[config.mk]
export PLATFORM = sky130hd
export DESIGN_NAME = oserdes_tx_sequencer
export DESIGN_NICKNAME = d
export VERILOG_FILES = /design/src/rtl/oserdes_seq_pkg.sv /design/src/rtl/oserdes_clkdiv_gen.sv /design/src/rtl/oserdes_tx_sequencer.sv
export SDC_FILE = /design/constraint.sdc
export NUM_CORES = 1
export LEC_CHECK = 0
export ABC_AREA = 1
export ABC_CLOCK_PERIOD_IN_PS = 1960
export BUFFER_PORTS_ARGS = -buffer_cell sky130_fd_sc_hd__buf_2
export CAP_MARGIN = 30
export CORE_ASPECT_RATIO = 2
export CORE_MARGIN = 8
export CORE_UTILIZATION = 55
export CTS_BUF_LIST = sky130_fd_sc_hd__clkbuf_16
export DETAILED_ROUTE_END_ITERATION = 10
export GPL_TIMING_DRIVEN = 0
export PLACE_DENSITY = 0.76
export SLEW_MARGIN = 25
export SYNTH_ARGS = -nofsm -noshare
export SYNTH_HDL_FRONTEND = slang
export SYNTH_SLANG_ARGS = --single-unit
[constraint.sdc]
create_clock -name clk -period 1.96 [get_ports clk]
set_clock_uncertainty 0.1 [all_clocks]
set_input_delay 0.392 -clock clk [delete_from_list [all_inputs] [get_ports clk]]
set_output_delay 0.392 -clock clk [all_outputs]
set_load 0.005 [all_outputs]
[src/rtl/oserdes_seq_pkg.sv]
// Shared types and defaults for the OSERDESE3 transmit sequencer.
package oserdes_seq_pkg;

  typedef enum logic [1:0] {
    S_RST   = 2'd0,
    S_IDLE  = 2'd1,
    S_TRAIN = 2'd2,
    S_RUN   = 2'd3
  } seq_state_e;

  localparam logic [7:0] TRAIN_PATTERN_DEF = 8'h5A;
  localparam logic [7:0] IDLE_PATTERN_DEF  = 8'h00;

  // DDR output: two bits leave the serializer per fast-clock cycle.
  function automatic int unsigned div_of(input int unsigned data_width);
    return data_width / 2;
  endfunction

endpackage

[src/rtl/oserdes_clkdiv_gen.sv]
// Fast-clock phase counter producing the word tick and a 50% duty CLKDIV.
module oserdes_clkdiv_gen #(
  parameter int unsigned DIV = 4,
  localparam int unsigned PW = (DIV > 1) ? $clog2(DIV) : 1
) (
  input  logic          clk,
  input  logic          rst,
  output logic [PW-1:0] ph,
  output logic          clk_div,
  output logic          tick
);

  localparam logic [PW-1:0] LAST = PW'(DIV - 1);
  localparam logic [PW-1:0] HALF = PW'(DIV / 2);

  logic [PW-1:0] ph_nxt;

  assign tick   = (ph == LAST);
  assign ph_nxt = tick ? '0 : ph + 1'b1;

  // clk_div is derived from the next phase so it stays aligned with ph.
  always_ff @(posedge clk) begin
    if (rst) begin
      ph      <= '0;
      clk_div <= 1'b1;
    end else begin
      ph      <= ph_nxt;
      clk_div <= (ph_nxt < HALF);
    end
  end

endmodule

[src/rtl/oserdes_tx_sequencer.sv]
// Reset/train/run sequencer feeding one OSERDESE3 from its fast clock domain.
module oserdes_tx_sequencer
  import oserdes_seq_pkg::*;
#(
  parameter int unsigned DATA_WIDTH    = 8,
  parameter int unsigned RST_WORDS     = 4,
  parameter int unsigned TRAIN_WORDS   = 16,
  parameter logic [7:0]  TRAIN_PATTERN = TRAIN_PATTERN_DEF,
  parameter logic [7:0]  IDLE_PATTERN  = IDLE_PATTERN_DEF
) (
  input  logic                  clk,
  input  logic                  rst,
  input  logic                  en,
  input  logic                  s_valid,
  input  logic [DATA_WIDTH-1:0] s_data,
  output logic                  s_ready,
  output logic                  clk_div,
  output logic                  serdes_rst,
  output logic [DATA_WIDTH-1:0] serdes_d,
  output logic                  serdes_t,
  output logic [1:0]            state_o,
  output logic [15:0]           underrun_cnt
);

  localparam int unsigned DIV = div_of(DATA_WIDTH);
  localparam int unsigned PW  = (DIV > 1) ? $clog2(DIV) : 1;

  localparam logic [DATA_WIDTH-1:0] TRAIN_W    = TRAIN_PATTERN[DATA_WIDTH-1:0];
  localparam logic [DATA_WIDTH-1:0] IDLE_W     = IDLE_PATTERN[DATA_WIDTH-1:0];
  localparam logic [7:0]            RST_LAST   = 8'(RST_WORDS - 1);
  localparam logic [7:0]            TRAIN_LAST = 8'(TRAIN_WORDS - 1);

  if (DATA_WIDTH != 4 && DATA_WIDTH != 8) begin : g_bad_width
    $error("oserdes_tx_sequencer: DATA_WIDTH must be 4 or 8");
  end
  if (RST_WORDS < 1 || RST_WORDS > 255 || TRAIN_WORDS < 1 || TRAIN_WORDS > 255) begin : g_bad_count
    $error("oserdes_tx_sequencer: RST_WORDS/TRAIN_WORDS must be 1..255");
  end

  seq_state_e    state;
  logic [7:0]    wcnt;
  logic [PW-1:0] ph;
  logic          tick;

  oserdes_clkdiv_gen #(.DIV(DIV)) u_clkdiv (
    .clk     (clk),
    .rst     (rst),
    .ph      (ph),
    .clk_div (clk_div),
    .tick    (tick)
  );

  // Handshake only on the RUN tick that will really take the word.
  assign s_ready = (state == S_RUN) && tick && en && !rst;
  assign state_o = state;

  always_ff @(posedge clk) begin
    if (rst) begin
      state        <= S_RST;
      wcnt         <= '0;
      serdes_rst   <= 1'b1;
      serdes_t     <= 1'b1;
      serdes_d     <= IDLE_W;
      underrun_cnt <= '0;
    end else if (tick) begin
      case (state)
        S_RST: begin
          if (wcnt == RST_LAST) begin
            state      <= S_IDLE;
            wcnt       <= '0;
            serdes_rst <= 1'b0;
          end else begin
            wcnt <= wcnt + 8'd1;
          end
        end
        S_IDLE: begin
          if (en) begin
            state    <= S_TRAIN;
            wcnt     <= '0;
            serdes_d <= TRAIN_W;
            serdes_t <= 1'b0;
          end
        end
        S_TRAIN: begin
          if (wcnt == TRAIN_LAST) begin
            state    <= S_RUN;
            wcnt     <= '0;
            serdes_d <= IDLE_W;
          end else begin
            wcnt <= wcnt + 8'd1;
          end
        end
        S_RUN: begin
          if (!en) begin
            state    <= S_IDLE;
            wcnt     <= '0;
            serdes_t <= 1'b1;
            serdes_d <= IDLE_W;
          end else if (s_valid) begin
            serdes_d <= s_data;
          end else begin
            serdes_d <= IDLE_W;
            if (underrun_cnt != 16'hFFFF) underrun_cnt <= underrun_cnt + 16'd1;
          end
        end
        default: state <= S_RST;
      endcase
    end
  end

endmodule

; Yosys cells after proc, flatten, opt, wreduce, memory -nomap -nowiden
; Index checks and enable logic that the tools add are counted.
[totals]
wordCells = 56
register_bits = 39
[op_classes]
bitwise_logic = 1
n_reduce_logical = 13
n_eq_ne = 11
addsub = 3
magnitude_cmp = 1
n_mux = 19
[ops]
columns = operator, count
row1 = $mux 8, 8
row2 = $pmux 8 s4, 1
row3 = $pmux 8 s3, 1
row4 = $add 16x1->16 const B, 1
row5 = $ne 16x16->1 const B, 1
row6 = $mux 2, 5
row7 = $reduce_and 5->1, 2
row8 = $add 8x1->8 const B, 1
row9 = $eq 8x2->1 const B, 1
row10 = $eq 8x4->1 const B, 1
row11 = $ne 2x2->1 const B, 4
row12 = $pmux 2 s4, 1
row13 = $reduce_and 4->1, 2
row14 = $eq 2x2->1 const B, 3
row15 = $reduce_and 3->1, 2
row16 = $logic_and 1x1->1, 3
row17 = $reduce_bool 3->1, 1
row18 = $add 2x1->2 const B, 1
row19 = $eq 2x1->1 const B, 1
row20 = $logic_not 2->1, 1
row21 = $lt 2x2->1 const B, 1
row22 = $mux 1, 2
row23 = $pmux 1 s2, 1
row24 = $reduce_bool 2->1, 1
row25 = other kinds (2), 2

; Longest topological paths before layout
; Gate-level depths: netlist of run 1.
[logic_depth]
depth_word = 4
ltp_mapped = 11

; Modules after synthesis
; A second synthesis of run 1 with hierarchy kept.
[hier_totals]
cells_unflattened = 335
hier_area_um2 = 2160.8
[modules_own_cells]
columns = mod, cells_each, seq_area_each_um2, area_each_um2, n_inst
row1 = oserdes_tx_sequencer, 325, 720.7, 2063.2, 1
row2 = oserdes_clkdiv_gen, 10, 60.1, 97.6, 1

; Worst setup path after synthesis of run 1
; OpenSTA, ideal clock, no wires.
[synth_path]
path_kind = flip-flop to flip-flop
start = reg underrun_cnt[0]
end = reg underrun_cnt[3]
period_less_slack_ps = 1670
setup_slack_ps = 290
stages_incl_launch_ff = 10
t_arrival_ps = 1430
path_cell_list = dfxtp_1 -> ha_1 -> nand3_1 -> clkinv_1 -> nand2_2 -> o21ai_4 -> inv_2 -> buf_6 -> nand2_1 -> a21oi_2
[synth_between]
elab_chain_len = 2
word_cells_on_any_way = 3
[synth_rtl]
columns = item, line
row1 = from (decl), oserdes_tx_sequencer.sv:22  ; output logic [15:0] underrun_cnt
row2 = from (signal assigned), oserdes_tx_sequencer.sv:103  ; if (underrun_cnt != 16'hFFFF) underrun_cnt <= underrun_cnt + 16'd1;
row3 = branches (longest 2 deep; another with $add 16x1->16), --
; Parallel ways; which one is timed is not known.
; A chain may end at the register's enable or synchronous reset.

; Worst setup path after layout of run 1
[layout_path]
start = reg u_clkdiv.ph[0]
end = out s_ready
[layout_between]
elab_chain_len = 4
[layout_rtl]
columns = item, line
row1 = from (decl), oserdes_clkdiv_gen.sv:8  ; output logic [PW-1:0] ph,
row2 = from (signal assigned), oserdes_clkdiv_gen.sv:27  ; ph <= ph_nxt;
row3 = $eq 2x2->1, oserdes_clkdiv_gen.sv:18  ; assign tick = (ph == LAST);
row4 = $logic_and 1x1->1 (3 in series), oserdes_tx_sequencer.sv:54  ; assign s_ready = (state == S_RUN) && tick && en && !rst;
row5 = to (decl), oserdes_tx_sequencer.sv:16  ; output logic s_ready,
; No other way between the ends.

==> flow_metrics.tcl, run 1 <==
set metrics [dict create \
    ys.warnings.count 0 \
    cellPowerDensity_nw_per_um2 715.8 \
    antenna_left 0 \
    clk_pin_slew_ns 0.06 \
    hp-class "in2reg" \
    synth_area_per_cell_um2 6.906 \
    synth_area_um2 2168 \
    syn_nets 335 \
    r2r_start "wcnt[0]$_SDFFE_PP0P_" \
    synth.distinct_cells 28 \
    io_pins 42 \
    routedWlPerCell_um 13.51 \
    yosys.area_share.simple_pct 36.99 \
    drt_iter0_markers 78 \
    drv_cap 0 \
    start_util_pct 57.01 \
    rows 32 \
    end_kind "output pin" \
    fin_total_pwr_mw 1.925 \
    final_core_util_pct 70.69 \
    dp_hpwl_um 4258 \
    synth_top_family_by_area "simple AND/OR/NAND/NOR gates" \
    crit_fanout 4 \
    place_ws_ns -0.003222 \
    worst_slack_ns 0.07390 \
    vias 2158 \
    period_minus_slack_ns 1.886 \
    reg2regPathDepth 7 \
    htreeDepth 2 \
    cts_root_buf "clkbuf_16" \
    dieWidth_um 60.40 \
    die_y_um 104.8 \
    required_ns 1.47 \
    first_pass_iters 4 \
    synthToLayoutAreaGrowth_pct 24.00 \
    hold_buffers 0 \
    die-area_um2 6330 \
    syn_inst 314 \
    wl_um 5647 \
    min_period_over_period_pct 96.23 \
    setup_violations 0 \
    drc 0 \
    startpoint "u_clkdiv.ph[0]$_SDFF_PP0_" \
    numPortBuffers 41 \
    grt_pass1_vias 2209 \
    insertion_delay_ns 0.28 \
    relSlewSlack_pct 49.63 \
    num_antenna_cells 0 \
    max_freq_mhz 530.2 \
    r2r_slack_ns 0.14 \
    synth_compound_area_share_pct 10.27 \
    final_nets 387 \
    antenna_found_initial 0 \
    vias_per_cell 5.163 \
    cp-start-kind "flop" \
    clockBufferDepth 2 \
    endpoint "s_ready" \
    grt_pass1_wl_um 9294 \
    irDropWorstVdd_mv 0.6642 \
    worstMarginPinSlew_ns 0.7555 \
    hold_viol_final 0 \
    critPathArrivalTime_ns 1.39 \
    critPathKind "reg2out" \
    cts_tree "yes" \
    worstReg2RegEnd "serdes_d[4]$_SDFFE_PP0P_" \
    gp_congestion 0.8831 \
    grt_max_degree 13 \
    status "completed" \
    grtUsageTotal_pct 18.58 \
    synthMuxAreaShare_pct 0 \
    holdWs_ns 0.3377 \
    cts_made_buffers 5 \
    power.leakage_nw 1.138 \
    design.core.area_um2 3804 \
    synthAdderAreaFrac_pct 5.193 \
    grt_overflow 0 \
    synth_xor_area_share_pct 4.039 \
    synth-seq-area-share_pct 36.01 \
    rsz0062_at_grt "no" \
    final-max-slew-violation-count 0 \
    final_layout_size_suffix_gt1_share_pct 22.62 \
    ys_ff_latch 39 \
    cts.sinks 39 \
]
[power by group]
group,switching [mW],internal [mW],total [mW]
combinational,0.0494,0.0287,0.0781
clock,0.315,0.725,1.04
sequential,0.00483,0.803,0.807
[cells by family after synthesis]
| kind of cell | count (synthesis) |
|---|---|
| buffers and inverters | 39 |
| adders and majority gates | 9 |
| AOI/OAI and AO/OA | 34 |
| DFF | 39 |
| xor gates and xnor gates | 10 |
| and+or+nand+nor | 183 |
[critical path, stage by stage, from the launching register on]
cell and delay (ns):
dfxtp_1 0.35, ha_1 0.23, inv_1 0.17, nor3_1 0.22
buf_2 0.14
[per-layer routing]
metal / GRT usage [%] / part of all wire (%) / routed length, µm
met1: 17.34 / 37 / 2087
met2: 33.77 / 55 / 3095
met3: 3.686 / 4.7 / 268
met4: 12.05 / 3.5 / 196
met5: 0 / 0 / 0
[registers in the layout (all words and copies together) (netlist names)]
name,flops
underrun_cnt,16
serdes_rst,1
serdes_t,1
u_clkdiv.clk_div,1
u_clkdiv.ph,2
serdes_d,8
state_o,2
wcnt,8
[metrics by stage]
step,area (µm²),TNS [ns],instances
after floorplan,2168,0,314
after global placement,2437,0,406
after detailed placement,2437,-0.003222,406
after CTS,2629,0,414
after global routing,2689,0,418
final,2689,0,418
[area by class of cell]
class,instances,area (µm²)
Multi-Input combinational cell,236,1256
Fill cell,341,1115
Sequential cell,39,782.0
Timing Repair Buffer,45,235.2
Clock buffer,5,125.1
Inverter,33,123.9
Clock inverter,3,63.81
Tap cell,51,63.81
Buffer,6,38.79
[layout by cell type (no fill, tap or decap)]
cell type | Yosys | layout
bufinv_16 | 0 | 2
xor2_1 | 4 | 4
o221ai_1 | 1 | 1
inv_2 | 1 | 1
a21oi_2 | 10 | 10
buf_6 | 2 | 2
inv_1 | 30 | 31
clkinv_1 | 2 | 2
dfxtp_1 | 39 | 38
nor2_4 | 2 | 3
ha_1 | 9 | 8
buf_2 | 1 | 42
o21ai_1 | 1 | 1
clkbuf_1 | 2 | 2
o21ai_0 | 11 | 11
a21oi_1 | 10 | 10
nand2_2 | 6 | 7
nand4_1 | 14 | 14
nand3_2 | 0 | 1
nor3_1 | 3 | 3
ha_4 | 0 | 1
nand2_1 | 92 | 91
nor3_4 | 1 | 2
or2_2 | 1 | 1
o21ai_4 | 1 | 1
nand3_1 | 18 | 17
buf_1 | 1 | 1
xnor2_1 | 6 | 6
nor2_1 | 44 | 44
dfxtp_2 | 0 | 1
buf_4 | 0 | 4
clkbuf_16 | 0 | 5
[synthesized netlist by cell type]
library cell  instances  share of area [%]
nand3_1              18                4.2
nand2_1              92                 16
nor3_1                3               0.69
ha_1                  9                5.2
or2_2                 1               0.29
dfxtp_1              39                 36
xor2_1                4                1.6
clkbuf_1              2               0.35
o221ai_1              1               0.40
a21oi_1              10                2.3
nor2_2                1               0.29
buf_2                 1               0.23
nor3_2                1               0.46
o21ai_0              11                2.5
nand4_1              14                4.0
o21ai_1               1               0.23
a21oi_2              10                4.0
buf_6                 2                1.0
clkinv_1              2               0.35
inv_1                30                5.2
nand2_2               6                1.7
nor3_4                1               0.75
inv_2                 1               0.17
buf_1                 1               0.17
o21ai_4               1               0.75
xnor2_1               6                2.4
nor2_4                2                1.0
nor2_1               44                7.6
[worst min path at each step]
stage	start	end	slack (ns)	depth (start not counted)
2_1_floorplan	u_clkdiv.ph[0]$_SDFF_PP0_	u_clkdiv.ph[0]$_SDFF_PP0_	0.31	1
5_1_grt	rst	wcnt[2]$_SDFFE_PP0P_	0.36	4
3_3_place_gp	u_clkdiv.ph[0]$_SDFF_PP0_	u_clkdiv.ph[0]$_SDFF_PP0_	0.33	1
4_1_cts	rst	wcnt[2]$_SDFFE_PP0P_	0.32	4
6_report	rst	wcnt[2]$_SDFFE_PP0P_	0.34	4
3_5_place_dp	u_clkdiv.ph[0]$_SDFF_PP0_	u_clkdiv.ph[0]$_SDFF_PP0_	0.35	1
[repair_timing]
action / in CTS / in global routing
buffers inserted: 0 / 4
setup endpoints to repair: 3 / 30
gates resized for setup: 1 / 6
pin swaps: 0 / 2
endpoints found under the hold margin: 0 / 0
Note: power is estimated with default switching activity, not from simulation.
==> run 2, diff against run 1 <==
REMOVE_ABC_BUFFERS = 1   (was default)
==> run 2 against run 1 <==
Die area did not move; clock power fell by 25%; global-route usage fell by 0.58 points; critical path depth did not move; sequential share of layout area rose by 0.13 points; maximum frequency rose by 1.0%; critical endpoint unchanged; largest cell class unchanged.
==> flow_metrics.tcl, run 2 (synthesis gave the netlist of run 1 again) <==
set metrics [dict create \
    final_nets 390 \
    final-max-slew-violation-count 0 \
    numPortBuffers 41 \
    drc 0 \
    cts_root_buf "clkbuf_16" \
    worst_slack_ns 0.09341 \
    end_kind "output pin" \
    grt_max_degree 23 \
    drv_cap 0 \
    rows 32 \
    critPathKind "reg2out" \
    cp-start-kind "flop" \
    top_regs "underrun_cnt: 16 flops, serdes_d: 8 flops, wcnt: 8 flops" \
    hold_buffers 0 \
    hp-class "reg2reg" \
    r2r_start "underrun_cnt[1]$_SDFFE_PP0P_" \
    gp_congestion 0.8872 \
    routedWlPerCell_um 13.25 \
    min_path_cells 1 \
    antenna_left 0 \
    worstReg2RegEnd "underrun_cnt[3]$_SDFFE_PP0P_" \
    synthToLayoutAreaGrowth_pct 23.66 \
    grtUsageTotal_pct 18.01 \
    grt_pass1_vias 2191 \
    wl_um 5577 \
    crit_fanout 8 \
    relSlewSlack_pct 64.11 \
    critPathArrivalTime_ns 1.37 \
    r2r_slack_ns 0.17 \
    irDropWorstVdd_mv 0.5564 \
    htreeDepth 2 \
    vias_per_cell 5.166 \
    first_pass_iters 4 \
    setup_violations 0 \
    cts_made_buffers 5 \
    required_ns 1.47 \
    die_y_um 104.8 \
    rsz0062_at_grt "no" \
    dp_hpwl_um 3964 \
    status "completed" \
    fin_total_pwr_mw 1.673 \
    mostFrequentLayoutCell "nand2_1" \
    grt_overflow 0 \
    period_minus_slack_ns 1.867 \
    grt_pass1_wl_um 9149 \
    max_freq_mhz 535.7 \
    min_from "u_clkdiv.ph[0]$_SDFF_PP0_" \
    drt_iter0_markers 76 \
    insertion_delay_ns 0.28 \
    start_util_pct 57.01 \
    clockBufferDepth 2 \
    vias 2175 \
    power.leakage_nw 1.143 \
    num_antenna_cells 0 \
    cts_tree "yes" \
    cellPowerDensity_nw_per_um2 624.0 \
    reg2regPathDepth 8 \
    io_pins 42 \
    clk_pin_slew_ns 0.06 \
    largest_reg_flops 16 \
    cts.sinks 39 \
    final_layout_size_suffix_gt1_share_pct 25.14 \
    place_ws_ns -0.2788 \
    top_register "underrun_cnt" \
    min_period_over_period_pct 95.23 \
    dieWidth_um 60.40 \
    worstMarginPinSlew_ns 0.5383 \
    holdPathEnd "u_clkdiv.ph[0]$_SDFF_PP0_" \
    hold_viol_final 0 \
    die-area_um2 6330 \
    final_cell_mix "nand2_1, nor2_1, buf_2, dfxtp_1, inv_1" \
    design.core.area_um2 3804 \
    antenna_found_initial 0 \
]
-- run 2: changes by cell type in the layout (fill, tap and decap cells not counted), moves of 2 or more --
| cell | delta |
|---|---|
| buf_4 | +9 |
| clkinv_2 | +3 |
| buf_6 | -2 |
| bufinv_16 | -2 |
| clkbuf_1 | -2 |
-- run 2: how the worst max path moves through the flow --
| stage | to | from | cells after the start |
|---|---|---|---|
| final | s_ready | state_o[0]$_SDFFE_PP0P_ | 4 |
| after global routing | s_ready | state_o[0]$_SDFFE_PP0P_ | 4 |
| after global placement | serdes_d[1]$_SDFFE_PP0P_ | wcnt[0]$_SDFFE_PP0P_ | 6 |
| after floorplan | underrun_cnt[0]$_SDFFE_PP0P_ | underrun_cnt[0]$_SDFFE_PP0P_ | 8 |
| after CTS | wcnt[6]$_SDFFE_PP0P_ | state_o[1]$_SDFFE_PP0P_ | 11 |
| after detailed placement | serdes_d[4]$_SDFFE_PP0P_ | wcnt[0]$_SDFFE_PP0P_ | 6 |
-- run 2: report_power, final --
part / switching (mW) / internal [mW]
combinational: 0.0509 / 0.0334
sequential: 0.00421 / 0.803
clock: 0.318 / 0.464
-- run 2: final cells by class --
class	count	area (µm²)
Inverter	33	123.9
Timing Repair Buffer	54	302.8
Multi-Input combinational cell	236	1267
Clock inverter	3	15.01
Clock buffer	5	125.1
Tap cell	51	63.81
Fill cell	332	1122
Sequential cell	39	783.3
-- run 2: repair_timing --
item / CTS / global route
setup endpoints to repair: 30 / 21
buffers inserted: 3 / 10
pin swaps: 1 / 3
gates resized for setup: 3 / 8
-- run 2: per-stage QoR --
stage	cell area [µm²]	std cells	util, %	hold WS (ns)	setup TNS (ns)
finish	2681	421	70.49	0.3369	0
CTS	2579	411	67.80	0.3345	0
global route	2681	421	70.49	0.3799	0
detailed placement	2399	400	63.06	0.3273	-4.340
floorplan	2130	308	-	0.3030	0
global placement	2399	400	63.06	0.3183	-4.734
-- run 2: metal layers --
layer / vias up / wire length [µm] / global-route usage, %
met5: - / 0 / 0
met2: 51 / 3094 / 35.00
met3: 13 / 193 / 2.703
li1: 1117 / - / -
met4: 0 / 162 / 8.778
met1: 994 / 2126 / 16.38
-- run 2: critical path, stage by stage, from the launching register on --
cell and delay [ns]:
dfxtp_1 0.41, ha_2 0.24, nand2_2 0.13, nor3_1 0.17, buf_2 0.14
==> run 3, diff against run 2 <==
CELL_PAD_IN_SITES_DETAIL_PLACEMENT = 0   (was default)
CELL_PAD_IN_SITES_GLOBAL_PLACEMENT = 1   (was default)
CORE_UTILIZATION = 39   (was 55)
==> run 3 against run 2 <==
Clock power grew 16%; wire length increased by 3.9%; cell area fell by 0.47%; global-route usage fell by 3.4 points; total power grew 7.0%; sequential power is essentially flat; clock-buffer cell count is the same; core utilization decreased by 21 points; sequential share of layout area up 0.18 points; worst setup slack improved by 0.043 ns; maximum frequency rose by 2.3%; sequential cell count stayed put; critical endpoint unchanged.
==> flow_metrics.tcl, run 3 (synthesis gave the netlist of run 1 again) <==
set metrics [dict create \
    status "completed" \
    num_antenna_cells 0 \
    rsz0062_at_grt "no" \
    antenna_left 0 \
    final-max-slew-violation-count 0 \
    cp-start-kind "flop" \
    cts_root_buf "clkbuf_16" \
    use_met3_pct 2.868 \
    worst_slack_ns 0.1362 \
    dpl-instance-area_um2 2410 \
    htreeDepth 2 \
    grtUsageTotal_pct 14.61 \
    dieWidth_um 68.73 \
    top_regs "underrun_cnt: 16 flops, serdes_d: 8 flops, wcnt: 8 flops" \
    grt_overflow 0 \
    design.core.area_um2 5420 \
    critPathArrivalTime_ns 1.33 \
    cts_tree "yes" \
    hold_buffers 0 \
    grt_pass1_vias 2116 \
    grt.met1_usage_pct 13.42 \
    cellPowerDensity_nw_per_um2 670.6 \
    max_freq_mhz 548.3 \
    drc 0 \
    max_stage_delay_ns 0.33 \
    setup_violations 0 \
    synthToLayoutAreaGrowth_pct 23.08 \
    final_cells 422 \
    insertion_delay_ns 0.28 \
    cts_made_buffers 5 \
    vias 2097 \
    final_area_um2 2669 \
    path_cells "ha_1 -> inv_2 -> nor3_1 -> buf_2" \
    place_ws_ns -0.3052 \
    gp_congestion 0.7592 \
    crit_fanout 4 \
    drt_iter0_markers 88 \
    irDropWorstVdd_mv 0.4726 \
    final_layout_size_suffix_gt1_share_pct 24.59 \
    tns_ns 0 \
    top_register "underrun_cnt" \
    relSlewSlack_pct 62.90 \
    final_nets 383 \
    drv_cap 0 \
    antenna_found_initial 0 \
    clockBufferDepth 2 \
    hold_viol_final 0 \
    dp_hpwl_um 4297 \
    die_y_um 121.5 \
    largest_reg_flops 16 \
    wl_um 5797 \
    min_period_over_period_pct 93.05 \
    critPathKind "reg2out" \
    grt_util_met2_pct 28.15 \
    hp-class "reg2reg" \
    end_kind "output pin" \
    mostFrequentLayoutCell "nand2_1" \
    die-area_um2 8347 \
    numPortBuffers 41 \
    worstMarginPinSlew_ns 0.5565 \
    r2r_slack_ns 0.16 \
    grt_pass1_wl_um 9404 \
    vias_per_cell 4.969 \
    switching_share_pct 20.64 \
    combPwrFrac_pct 4.3 \
    switchingPower_uw 369.5 \
    period_minus_slack_ns 1.824 \
    internal_power_mw 1.420 \
    grt_max_degree 23 \
    cp_slowest_cell "dfxtp_1" \
    rows 38 \
    cts.sinks 39 \
    clockPowerShare_pct 50.6 \
    grt.busiest_layer "met2" \
    final_cell_mix "nand2_1, nor2_1, buf_2, dfxtp_1, inv_1" \
    power.leakage_nw 1.112 \
    required_ns 1.47 \
    first_pass_iters 4 \
    clk_pin_slew_ns 0.06 \
    p_seq_share_pct 45.1 \
    routedWlPerCell_um 13.74 \
    placed_cells 409 \
    io_pins 42 \
    start_util_pct 40.00 \
]
[run 3: final timing paths]
| kind | start | end | cells past startpoint |
|---|---|---|---|
| worst max register to register | state_o[1]$_SDFFE_PP0P_ | serdes_d[1]$_SDFFE_PP0P_ | 9 |
| worst min-delay path | u_clkdiv.ph[0]$_SDFF_PP0_ | u_clkdiv.ph[0]$_SDFF_PP0_ | 1 |
| worst min register to register | u_clkdiv.ph[0]$_SDFF_PP0_ | u_clkdiv.ph[0]$_SDFF_PP0_ | 1 |
| worst max-delay path | u_clkdiv.ph[0]$_SDFF_PP0_ | s_ready | 4 |
[run 3: power groups by stage]
stage | logic, mW | clock network, mW | registers (mW)
2_1_floorplan | 0.0324 | 0 | 0.824
3_3_place_gp | 0.0696 | 0 | 0.824
3_5_place_dp | 0.0691 | 0 | 0.825
4_1_cts | 0.0714 | 0.933 | 0.807
5_1_grt | 0.0881 | 0.949 | 0.807
6_report | 0.0777 | 0.905 | 0.807
[run 3: timing repair]
item                       CTS  global route
gates resized for setup      3            13
buffers inserted             2             4
pin swaps                    1             4
setup endpoints to repair   30            32
[run 3: layout make-up]
cell class / instances / area, µm²
fillers: 597 / 2751
flip-flops and latches: 39 / 784.5
well taps: 60 / 75.07
repair buffers: 47 / 250.2
clock inverters: 2 / 33.78
clock buffers: 5 / 125.1
inverters: 33 / 130.1
multi-input cells: 236 / 1270
[run 3: critical path, delay by kind of cell, from the launching register on]
kind	cells	cell delay (ns)
and+or+nand+nor	1	0.20
adders and majority gates	1	0.24
buffers and inverters	2	0.27
DFF	1	0.33
[run 3: through the flow]
step / hold WS [ns] / power, mW / utilization, %
final: 0.3387 / 1.790 / 49.24
after global routing: 0.3406 / 1.845 / 49.24
after CTS: 0.3321 / 1.812 / 47.95
after detailed placement: 0.3248 / 0.8937 / 44.46
after global placement: 0.3160 / 0.8936 / 44.46
after floorplan: 0.3030 / 0.8565 / -
[run 3: routing by layer]
layer	share of wire, %	wire (µm)
met5	0	0
met2	56	3267
met1	38	2196
met4	1.7	99
met3	4.0	233
